`config.mk`:
```
export PLATFORM = sky130hd
export DESIGN_NAME = mul_div_unit_flat
export DESIGN_NICKNAME = d
export VERILOG_FILES = /design/src/rtl/mul_div_if.sv /design/src/rtl/mul_div_unit.sv /design/src/flat_wrapper.sv
export SDC_FILE = /design/constraint.sdc
export NUM_CORES = 1
export LEC_CHECK = 0
export ABC_AREA = 1
export ABC_CLOCK_PERIOD_IN_PS = 3650
export CAP_MARGIN = 25
export CORE_MARGIN = 3
export CORE_UTILIZATION = 55
export DETAILED_ROUTE_END_ITERATION = 12
export PLACE_DENSITY = 0.74
export SLEW_MARGIN = 10
export SYNTH_ARGS = -nofsm -noshare
export SYNTH_HDL_FRONTEND = slang
export SYNTH_SLANG_ARGS = --single-unit
```
`constraint.sdc`:
```
create_clock -name clk -period 3.65 [get_ports clk]
set_input_delay 0.73 -clock clk [delete_from_list [all_inputs] [get_ports clk]]
set_output_delay 0.73 -clock clk [all_outputs]
set_load 0.01 [all_outputs]
```
`src/rtl/mul_div_if.sv`:
```
// ---------------------------------------------------------------------------
// mul_div_if
//   Issue/result bundle between the execute-stage issuer and the iterative
//   RV32M multiply/divide unit.
//
//   start     issuer -> unit   request, held with operands until done
//   flush     issuer -> unit   synchronous abort (branch/jump squash)
//   Op        issuer -> unit   funct3 of the M-extension instruction
//   SrcA      issuer -> unit   rs1 value (dividend / multiplicand)
//   SrcB      issuer -> unit   rs2 value (divisor / multiplier)
//   busy      unit -> issuer   operation in flight; pipeline stall request
//   done      unit -> issuer   one-cycle pulse, MDResult valid
//   MDResult  unit -> issuer   result, held until the next accepted start
// ---------------------------------------------------------------------------
interface mul_div_if #(
    parameter int DATA_WIDTH = 32
) ();
    logic                  start;
    logic                  flush;
    logic [2:0]            Op;
    logic [DATA_WIDTH-1:0] SrcA;
    logic [DATA_WIDTH-1:0] SrcB;
    logic                  busy;
    logic                  done;
    logic [DATA_WIDTH-1:0] MDResult;

    modport master (
        output start, flush, Op, SrcA, SrcB,
        input  busy, done, MDResult
    );

    modport slave (
        input  start, flush, Op, SrcA, SrcB,
        output busy, done, MDResult
    );
endinterface

```
`src/rtl/mul_div_unit.sv`:
```
// ---------------------------------------------------------------------------
// mul_div_unit
//   Iterative RV32M multiply/divide unit sitting beside the combinational ALU.
//   Multiplication is shift-add over a 2*DATA_WIDTH product; division is
//   restoring division. Both work on operand magnitudes and apply the result
//   sign in the DONE cycle, so every op takes the same fixed latency.
//
//   clk    rising-edge clock
//   rst_n  asynchronous active-low reset
//   md     mul_div_if.slave: start/flush/Op/SrcA/SrcB in,
//                            busy/done/MDResult out
//
//   Timing: start accepted on edge k -> CALC for DATA_WIDTH cycles -> DONE
//   for one cycle, where the sign fix-up is computed; the edge leaving DONE
//   registers MDResult and raises done, so done is high in the cycle after
//   edge k+DATA_WIDTH+1. That cycle is also the single IDLE cycle in which a
//   held start is accepted again.
// ---------------------------------------------------------------------------
module mul_div_unit #(
    parameter int DATA_WIDTH = 32
) (
    input  logic         clk,
    input  logic         rst_n,
    mul_div_if.slave     md
);
    localparam int W  = DATA_WIDTH;
    localparam int CW = $clog2(DATA_WIDTH);

    localparam logic [2:0] OP_MUL    = 3'b000;
    localparam logic [2:0] OP_MULH   = 3'b001;
    localparam logic [2:0] OP_MULHSU = 3'b010;
    localparam logic [2:0] OP_MULHU  = 3'b011;
    localparam logic [2:0] OP_DIV    = 3'b100;
    localparam logic [2:0] OP_DIVU   = 3'b101;
    localparam logic [2:0] OP_REM    = 3'b110;
    localparam logic [2:0] OP_REMU   = 3'b111;

    typedef enum logic [1:0] {
        IDLE = 2'd0,
        CALC = 2'd1,
        DONE = 2'd2
    } state_t;

    state_t           state_r;
    logic [2:0]       op_r;
    logic             sign_a_r;     // SrcA was negative and treated as signed
    logic             sign_b_r;     // SrcB was negative and treated as signed
    logic             b_zero_r;     // divisor was zero
    logic [W-1:0]     oper_r;       // multiplicand |SrcA| or divisor |SrcB|
    logic [2*W-1:0]   acc_r;        // product; low half doubles as quotient
    logic [W:0]       rem_r;        // partial remainder
    logic [CW-1:0]    count_r;
    logic             busy_r;
    logic             done_r;
    logic [W-1:0]     result_r;

    logic             a_signed_s;
    logic             b_signed_s;
    logic             neg_a_s;
    logic             neg_b_s;
    logic [W-1:0]     mag_a_s;
    logic [W-1:0]     mag_b_s;
    logic [W:0]       mul_sum_s;
    logic [2*W-1:0]   mul_next_s;
    logic [W:0]       div_shift_s;
    logic             div_ge_s;
    logic [W:0]       div_rem_next_s;
    logic [2*W-1:0]   prod_fix_s;
    logic [W-1:0]     quot_fix_s;
    logic [W-1:0]     rem_fix_s;
    logic [W-1:0]     result_s;

    // Operand sign interpretation and magnitudes at accept time
    always_comb begin
        a_signed_s = 1'b0;
        b_signed_s = 1'b0;
        case (md.Op)
            OP_MUL, OP_MULH, OP_DIV, OP_REM: begin
                a_signed_s = 1'b1;
                b_signed_s = 1'b1;
            end
            OP_MULHSU: begin
                a_signed_s = 1'b1;
                b_signed_s = 1'b0;
            end
            default: begin
                a_signed_s = 1'b0;
                b_signed_s = 1'b0;
            end
        endcase
        neg_a_s = a_signed_s & md.SrcA[W-1];
        neg_b_s = b_signed_s & md.SrcB[W-1];
        if (neg_a_s) begin
            mag_a_s = ~md.SrcA + {{(W-1){1'b0}}, 1'b1};
        end else begin
            mag_a_s = md.SrcA;
        end
        if (neg_b_s) begin
            mag_b_s = ~md.SrcB + {{(W-1){1'b0}}, 1'b1};
        end else begin
            mag_b_s = md.SrcB;
        end
    end

    // One iteration of shift-add multiply and of restoring division
    always_comb begin
        // add multiplicand into the high half when the current multiplier bit is set
        if (acc_r[0]) begin
            mul_sum_s = {1'b0, acc_r[2*W-1:W]} + {1'b0, oper_r};
        end else begin
            mul_sum_s = {1'b0, acc_r[2*W-1:W]};
        end
        mul_next_s = {mul_sum_s, acc_r[W-1:1]};

        // bring the next dividend bit in from the top of the quotient register
        div_shift_s = {rem_r[W-1:0], acc_r[W-1]};
        div_ge_s    = (div_shift_s >= {1'b0, oper_r});
        if (div_ge_s) begin
            div_rem_next_s = div_shift_s - {1'b0, oper_r};
        end else begin
            div_rem_next_s = div_shift_s;
        end
    end

    // Sign fix-up and result selection, evaluated while in DONE
    always_comb begin
        if (sign_a_r ^ sign_b_r) begin
            prod_fix_s = ~acc_r + {{(2*W-1){1'b0}}, 1'b1};
        end else begin
            prod_fix_s = acc_r;
        end

        // a zero divisor must give all ones regardless of the dividend sign
        if (b_zero_r) begin
            quot_fix_s = {W{1'b1}};
        end else if (sign_a_r ^ sign_b_r) begin
            quot_fix_s = ~acc_r[W-1:0] + {{(W-1){1'b0}}, 1'b1};
        end else begin
            quot_fix_s = acc_r[W-1:0];
        end

        // remainder takes the dividend sign; with a zero divisor this returns SrcA
        if (sign_a_r) begin
            rem_fix_s = ~rem_r[W-1:0] + {{(W-1){1'b0}}, 1'b1};
        end else begin
            rem_fix_s = rem_r[W-1:0];
        end

        result_s = {W{1'b0}};
        case (op_r)
            OP_MUL:                         result_s = prod_fix_s[W-1:0];
            OP_MULH, OP_MULHSU, OP_MULHU:   result_s = prod_fix_s[2*W-1:W];
            OP_DIV, OP_DIVU:                result_s = quot_fix_s;
            OP_REM, OP_REMU:                result_s = rem_fix_s;
            default:                        result_s = {W{1'b0}};
        endcase
    end

    // Control FSM, iteration datapath and registered outputs
    always_ff @(posedge clk or negedge rst_n) begin
        if (!rst_n) begin
            state_r  <= IDLE;
            op_r     <= 3'b000;
            sign_a_r <= 1'b0;
            sign_b_r <= 1'b0;
            b_zero_r <= 1'b0;
            oper_r   <= {W{1'b0}};
            acc_r    <= {(2*W){1'b0}};
            rem_r    <= {(W+1){1'b0}};
            count_r  <= {CW{1'b0}};
            busy_r   <= 1'b0;
            done_r   <= 1'b0;
            result_r <= {W{1'b0}};
        end else begin
            case (state_r)
                IDLE: begin
                    done_r <= 1'b0;
                    if (md.start && !md.flush) begin
                        state_r  <= CALC;
                        busy_r   <= 1'b1;
                        op_r     <= md.Op;
                        sign_a_r <= neg_a_s;
                        sign_b_r <= neg_b_s;
                        b_zero_r <= (md.SrcB == {W{1'b0}});
                        count_r  <= {CW{1'b0}};
                        rem_r    <= {(W+1){1'b0}};
                        if (md.Op[2]) begin
                            // divide: quotient register starts as the dividend
                            oper_r <= mag_b_s;
                            acc_r  <= {{W{1'b0}}, mag_a_s};
                        end else begin
                            // multiply: low half starts as the multiplier
                            oper_r <= mag_a_s;
                            acc_r  <= {{W{1'b0}}, mag_b_s};
                        end
                    end else begin
                        state_r <= IDLE;
                        busy_r  <= 1'b0;
                    end
                end
                CALC: begin
                    done_r <= 1'b0;
                    if (md.flush) begin
                        state_r <= IDLE;
                        busy_r  <= 1'b0;
                    end else begin
                        busy_r  <= 1'b1;
                        count_r <= count_r + {{(CW-1){1'b0}}, 1'b1};
                        if (op_r[2]) begin
                            acc_r <= {acc_r[2*W-1:W], acc_r[W-2:0], div_ge_s};
                            rem_r <= div_rem_next_s;
                        end else begin
                            acc_r <= mul_next_s;
                            rem_r <= rem_r;
                        end
                        if (count_r == CW'(W - 1)) begin
                            state_r <= DONE;
                        end else begin
                            state_r <= CALC;
                        end
                    end
                end
                DONE: begin
                    state_r <= IDLE;
                    busy_r  <= 1'b0;
                    if (md.flush) begin
                        done_r <= 1'b0;
                    end else begin
                        done_r   <= 1'b1;
                        result_r <= result_s;
                    end
                end
                default: begin
                    state_r <= IDLE;
                    busy_r  <= 1'b0;
                    done_r  <= 1'b0;
                end
            endcase
        end
    end

    assign md.busy     = busy_r;
    assign md.done     = done_r;
    assign md.MDResult = result_r;

endmodule
```
`src/flat_wrapper.sv`:
```
// flat-port wrapper written by rule: the top's interface ports become plain ports
module mul_div_unit_flat 
#(
    parameter int DATA_WIDTH = 32
)
  (clk, rst_n, md_start, md_flush, md_Op, md_SrcA, md_SrcB, md_busy, md_done, md_MDResult);
  mul_div_if #(.DATA_WIDTH(DATA_WIDTH)) md_i ();
  input  logic clk;
  input  logic rst_n;
  input wire logic [$bits(md_i.start)-1:0] md_start;
  input wire logic [$bits(md_i.flush)-1:0] md_flush;
  input wire logic [$bits(md_i.Op)-1:0] md_Op;
  input wire logic [$bits(md_i.SrcA)-1:0] md_SrcA;
  input wire logic [$bits(md_i.SrcB)-1:0] md_SrcB;
  output wire logic [$bits(md_i.busy)-1:0] md_busy;
  output wire logic [$bits(md_i.done)-1:0] md_done;
  output wire logic [$bits(md_i.MDResult)-1:0] md_MDResult;
  assign md_i.start = md_start;
  assign md_i.flush = md_flush;
  assign md_i.Op = md_Op;
  assign md_i.SrcA = md_SrcA;
  assign md_i.SrcB = md_SrcB;
  assign md_busy = md_i.busy;
  assign md_done = md_i.done;
  assign md_MDResult = md_i.MDResult;
  mul_div_unit #(.DATA_WIDTH(DATA_WIDTH)) u_core (.clk(clk), .rst_n(rst_n), .md(md_i));
endmodule
```
==> impl.org <==
** Status
- Result of the run :: finished clean

** Timing
- Once routing completed, OpenROAD measured the worst setup slack at 0.4726 ns.
- Highest Clock Rate :: 314.7 MHz
- Setup repair after global routing left no endpoint under its margin.
- Dividing the final minimum period by the clock period gives 87.05%.
- Number of slew-limit violations in the final report :: 0
- Min Clock Period, post-route :: 3.177 ns
- Final setup fails :: 0
- At the pin with the least slew margin, the transition time is 0.9583 ns.
- The count of endpoints failing hold in the final timing report is 0.
- Setup TNS :: 0 ns
- The clock arrives with 0.01093 ns of skew.
- Final hold analysis gives a worst-case slack of 0.1475 ns.
- Headroom to the max-slew limit :: 35.44%

** Cells and area
- Area delta synth->final :: 10.92%
- After routing the design area is 20490 sq um.
- After filler insertion, the fill cell instance count of the layout stands at 3210.
- Area used by multi-input combinational logic :: 12350 sq um
- Most frequent cells in the layout :: 961 x sky130_fd_sc_hd__nand2_1, 371 x sky130_fd_sc_hd__nor2_1, 358 x sky130_fd_sc_hd__nand3_1, 334 x sky130_fd_sc_hd__inv_1
- Cells with a size suffix above 1 make up 4.543% of the layout.
- Finished Layout Cells :: 3635
- Across the whole layout, storage elements account for 4379 sq um.
- Most common cell after layout, fill and taps aside :: sky130_fd_sc_hd__nand2_1
- Finished Core Util :: 62.49%
- Final layout net count :: 3322

** Clock tree
- Insertion delay to the later sink of the worst-skew pair :: 0.46 ns
- The tree is rooted in a sky130_fd_sc_hd__clkbuf_16.
- CTS sink cnt :: 175
- H-tree depth :: 4
- Clock Tree Buf Depth :: 2
- TritonCTS built the clock tree.
- Number of buffers inserted during clock tree synthesis :: 17
- Clock-pin slew was measured on the worst setup and hold paths at 0.07 ns.
- Post-CTS repair timing setup buffer count :: 0
- Number of buffers added to fix hold violations after cts :: 0
- In this run, post-CTS repair resized a total of 0 instances.

** Die
- Measured along the x axis, the die boundary spans 189.3 microns.
- Initial standard-cell utilization of the core :: 56.34%
- Area enclosed by the die boundary :: 35820 sq um
- During I/O placement, the number of pins put on the boundary was 105.
- Measured along the y axis, the die boundary spans 189.3 microns.
- After floorplanning, the core was divided into 66 placement rows.
- Core Area :: 32780 sq um

** GRT
- Total Routing Usage GR :: 41.83%
- Global-route wire length before repair :: 116.5 mm
- For this run the aggregate overflow at the end of global routing stands at 0.
- Initial antenna violation count :: 1
- Entering global routing, the biggest net connects 76 pins.
- Via count of the first global-routing pass :: 20711

** Place
- Standard cell area after detailed placement :: 19890 sq um
- At the end of routability-driven placement, the weighted congestion stood at 1.072.
- DP Worst Slack :: 0.3883 ns
- Detailed placement ended at an HPWL of 61.62 mm.
- Dpl cells :: 3601
- Input and output buffers added on the ports amount to 104.

** Route
- WL per Instance :: 21.03 microns
- In this run the remaining antenna-violating nets after routing total 0.
- Average via count per standard cell :: 6.143
- Post-route DRC violation count :: 0
- For this block, the initial DRC count from the detailed router was 3159.
- For this run, the detailed router's first-pass iteration total came to 7.
- Vias :: 22331
- Routed wire length :: 76.45 mm

** Worst setup path
- Critical path startpoint category :: flip-flop
- In this design, the stage delay of the slowest critical-path cell is 0.47 ns.
- Required time of the critical path :: 4.00 ns
- The cell family contributing the most delay on the critical path is compound AO/OA/AOI/OAI gates.
- Internal reg-to-reg setup slack :: 0.47 ns
- The endpoint identified for the worst register-to-register timing path is u_core.acc_r[59]$_DFFE_PN0P_.
- Peak fanout along the critical path :: 6
- The worst setup path is captured at a flip-flop.
- Measured in cells, the most critical reg-to-reg path has a length of 13.
- Data on the critical path arrives at its endpoint at 3.53 ns.
- Cell-by-cell listing of the critical path :: ha_1 -> inv_1 -> fa_1 -> inv_1 -> nand2_1 -> o21ai_0 -> inv_1 -> o211ai_1 -> nand3_1 -> nand3_1 -> nand3_1 -> nand2_1 -> nand2_1
- The worst setup path is of the reg2reg kind.
- In this run the critical register-to-register path is launched from u_core.acc_r[32]$_DFFE_PN0P_.
- Counting both buffers and inverters, the worst setup path holds a total of 3.
- The slowest stage of the critical path is the sky130_fd_sc_hd__dfrtp_1 cell.

** Synthesis
- FFs w/ async S/R, synth :: 100.0%
- Number of library cell types mapped by synthesis :: 48
- Summing every instance area after synthesis gives 18470 sq um.
- Post-synth EDFFs :: 0
- Sequential cells were found to cover 23.71% of the synthesized design area.
- Yosys Warn Count :: 0
- Synthesis inferred 175 register bits.
- In this run the mean area of a mapped cell was 5.916 sq um.
- Number of instances in the synthesized netlist :: 3122
- Flip-flop cell with the highest count after synthesis :: sky130_fd_sc_hd__dfrtp_1
- Post-Syn Nets :: 3265

** Power
- The analysis attributes to cell leakage a power of 10.37 nW.
- In this run the power density over the cells is 442.4 nW/um^2.
- Combinational cells account for 48.7% of the total power.
- Switch share :: 49.76%
- Internal power comes to 4.553 mW.
- Sequential power share :: 30.5%
- Worst supply voltage drop on vdd :: 0.0003066 V
- Power comes to 9.063 mW.
- Clock share of power :: 20.8%
- For this design the total switching power over the nets is 4.510 mW.

** Job
- Across the run, the number of max-cap violations was 0.

** Worst hold path
- Class of the worst hold path :: in2async
==> worst max-delay path by stage <==
| stage | to | from | slack, ns | cells after the start |
|---|---|---|---|---|
| floorplan | u_core.md.MDResult[12]$_DFFE_PN0P_ | u_core.acc_r[0]$_DFFE_PN0P_ | 1.31 | 15 |
| global placement | u_core.acc_r[20]$_DFFE_PN0P_ | md_SrcA[0] | 0.40 | 12 |
| detailed placement | u_core.acc_r[20]$_DFFE_PN0P_ | md_SrcA[0] | 0.39 | 12 |
| CTS | u_core.rem_r[22]$_DFFE_PN0P_ | u_core.oper_r[30]$_DFFE_PN0P_ | 0.60 | 11 |
| global route | u_core.acc_r[47]$_DFFE_PN0P_ | u_core.acc_r[32]$_DFFE_PN0P_ | 0.38 | 13 |
| finish | u_core.acc_r[59]$_DFFE_PN0P_ | u_core.acc_r[32]$_DFFE_PN0P_ | 0.47 | 13 |
==> cells by family (layout without fill, tap and decap cells) <==
kind of cell / count (synthesis) / in the layout / share of synthesized area, %
simple gates: 1846 / 1846 / 42.42
buf+inv: 450 / 520 / 9.579
compound gates: 503 / 503 / 15.69
fa+ha+maj: 72 / 72 / 4.959
flops: 175 / 175 / 23.71
other cells: 0 / 1 / 0
xor+xnor: 76 / 76 / 3.645
==> routing by layer <==
| layer | wire (microns) | GRT usage, % | part of all wire [%] |
|---|---|---|---|
| met1 | 28610 | 52.56 | 37 |
| met5 | 0 | 0 | 0 |
| met4 | 5997 | 26.44 | 7.8 |
| met2 | 32820 | 64.64 | 43 |
| met3 | 9019 | 10.15 | 12 |
==> final cells by class <==
| class | instances | share of cell area, % |
|---|---|---|
| diodes | 1 | 0.01221 |
| clock inverters | 14 | 0.7390 |
| repair buffers | 136 | 6.321 |
| inverters | 352 | 6.449 |
| clock buffers | 18 | 2.144 |
| multi-input cells | 2497 | 60.26 |
| well taps | 442 | 2.699 |
| flip-flops and latches | 175 | 21.38 |
==> registers in the layout, indices dropped and copies added (netlist names) <==
signal	cells
u_core.acc_r	64
u_core.md.MDResult	32
u_core.oper_r	32
u_core.rem_r	32
u_core.count_r	5
u_core.op_r	3
u_core.state_r	2
u_core.b_zero_r	1
u_core.md.busy	1
u_core.md.done	1
u_core.sign_a_r	1
u_core.sign_b_r	1
==> cells in the mapped netlist, types with 2 or more instances <==
cell	n	area, sq um
sky130_fd_sc_hd__xor2_1	56	490.5
sky130_fd_sc_hd__o22ai_1	3	18.77
sky130_fd_sc_hd__o221ai_1	13	113.9
sky130_fd_sc_hd__or2_2	6	37.54
sky130_fd_sc_hd__inv_1	334	1254
sky130_fd_sc_hd__a21oi_1	176	880.8
sky130_fd_sc_hd__nor2_1	374	1404
sky130_fd_sc_hd__nand3b_1	18	135.1
sky130_fd_sc_hd__o21a_1	7	52.55
sky130_fd_sc_hd__nand3_2	9	90.09
sky130_fd_sc_hd__clkinv_1	2	7.510
sky130_fd_sc_hd__clkbuf_1	52	195.2
sky130_fd_sc_hd__nand4_1	45	281.5
sky130_fd_sc_hd__buf_1	10	37.54
sky130_fd_sc_hd__dfrtp_1	175	4379
sky130_fd_sc_hd__o21ai_1	27	135.1
sky130_fd_sc_hd__nor2_4	2	22.52
sky130_fd_sc_hd__buf_8	2	30.03
sky130_fd_sc_hd__a221oi_1	32	280.3
sky130_fd_sc_hd__inv_2	16	60.06
sky130_fd_sc_hd__o21ai_2	4	35.03
sky130_fd_sc_hd__buf_2	28	140.1
sky130_fd_sc_hd__and3_1	4	25.02
sky130_fd_sc_hd__nor4_1	4	25.02
sky130_fd_sc_hd__nor2_2	15	93.84
sky130_fd_sc_hd__buf_4	6	45.04
sky130_fd_sc_hd__o21bai_1	4	30.03
sky130_fd_sc_hd__a21oi_2	2	17.52
sky130_fd_sc_hd__nand2_1	961	3607
sky130_fd_sc_hd__a22oi_1	21	157.7
sky130_fd_sc_hd__xnor2_1	19	166.4
sky130_fd_sc_hd__o21ai_0	176	880.8
sky130_fd_sc_hd__nand3_1	358	1792
sky130_fd_sc_hd__nand2_2	12	75.07
sky130_fd_sc_hd__nor3_2	2	20.02
sky130_fd_sc_hd__fa_1	2	40.04
sky130_fd_sc_hd__ha_1	70	875.8
sky130_fd_sc_hd__o211ai_1	30	225.2
sky130_fd_sc_hd__nor3_1	24	120.1
sky130_fd_sc_hd__or2_1	3	18.77
sky130_fd_sc_hd__a21o_1	5	37.54
sky130_fd_sc_hd__nand2_4	5	56.30
sky130_fd_sc_hd__or2_0	3	18.77
==> power by group through the flow <==
stage	Sequential, mW	Clock (mW)	Combinational [mW]
6_report	2.77	1.88	4.42
5_1_grt	2.75	1.97	4.84
4_1_cts	2.71	1.87	4.27
3_5_place_dp	2.74	0	4.25
3_3_place_gp	2.73	0	4.16
2_1_floorplan	2.46	0	3.04
No activity file was read; power rests on OpenSTA's default activity.
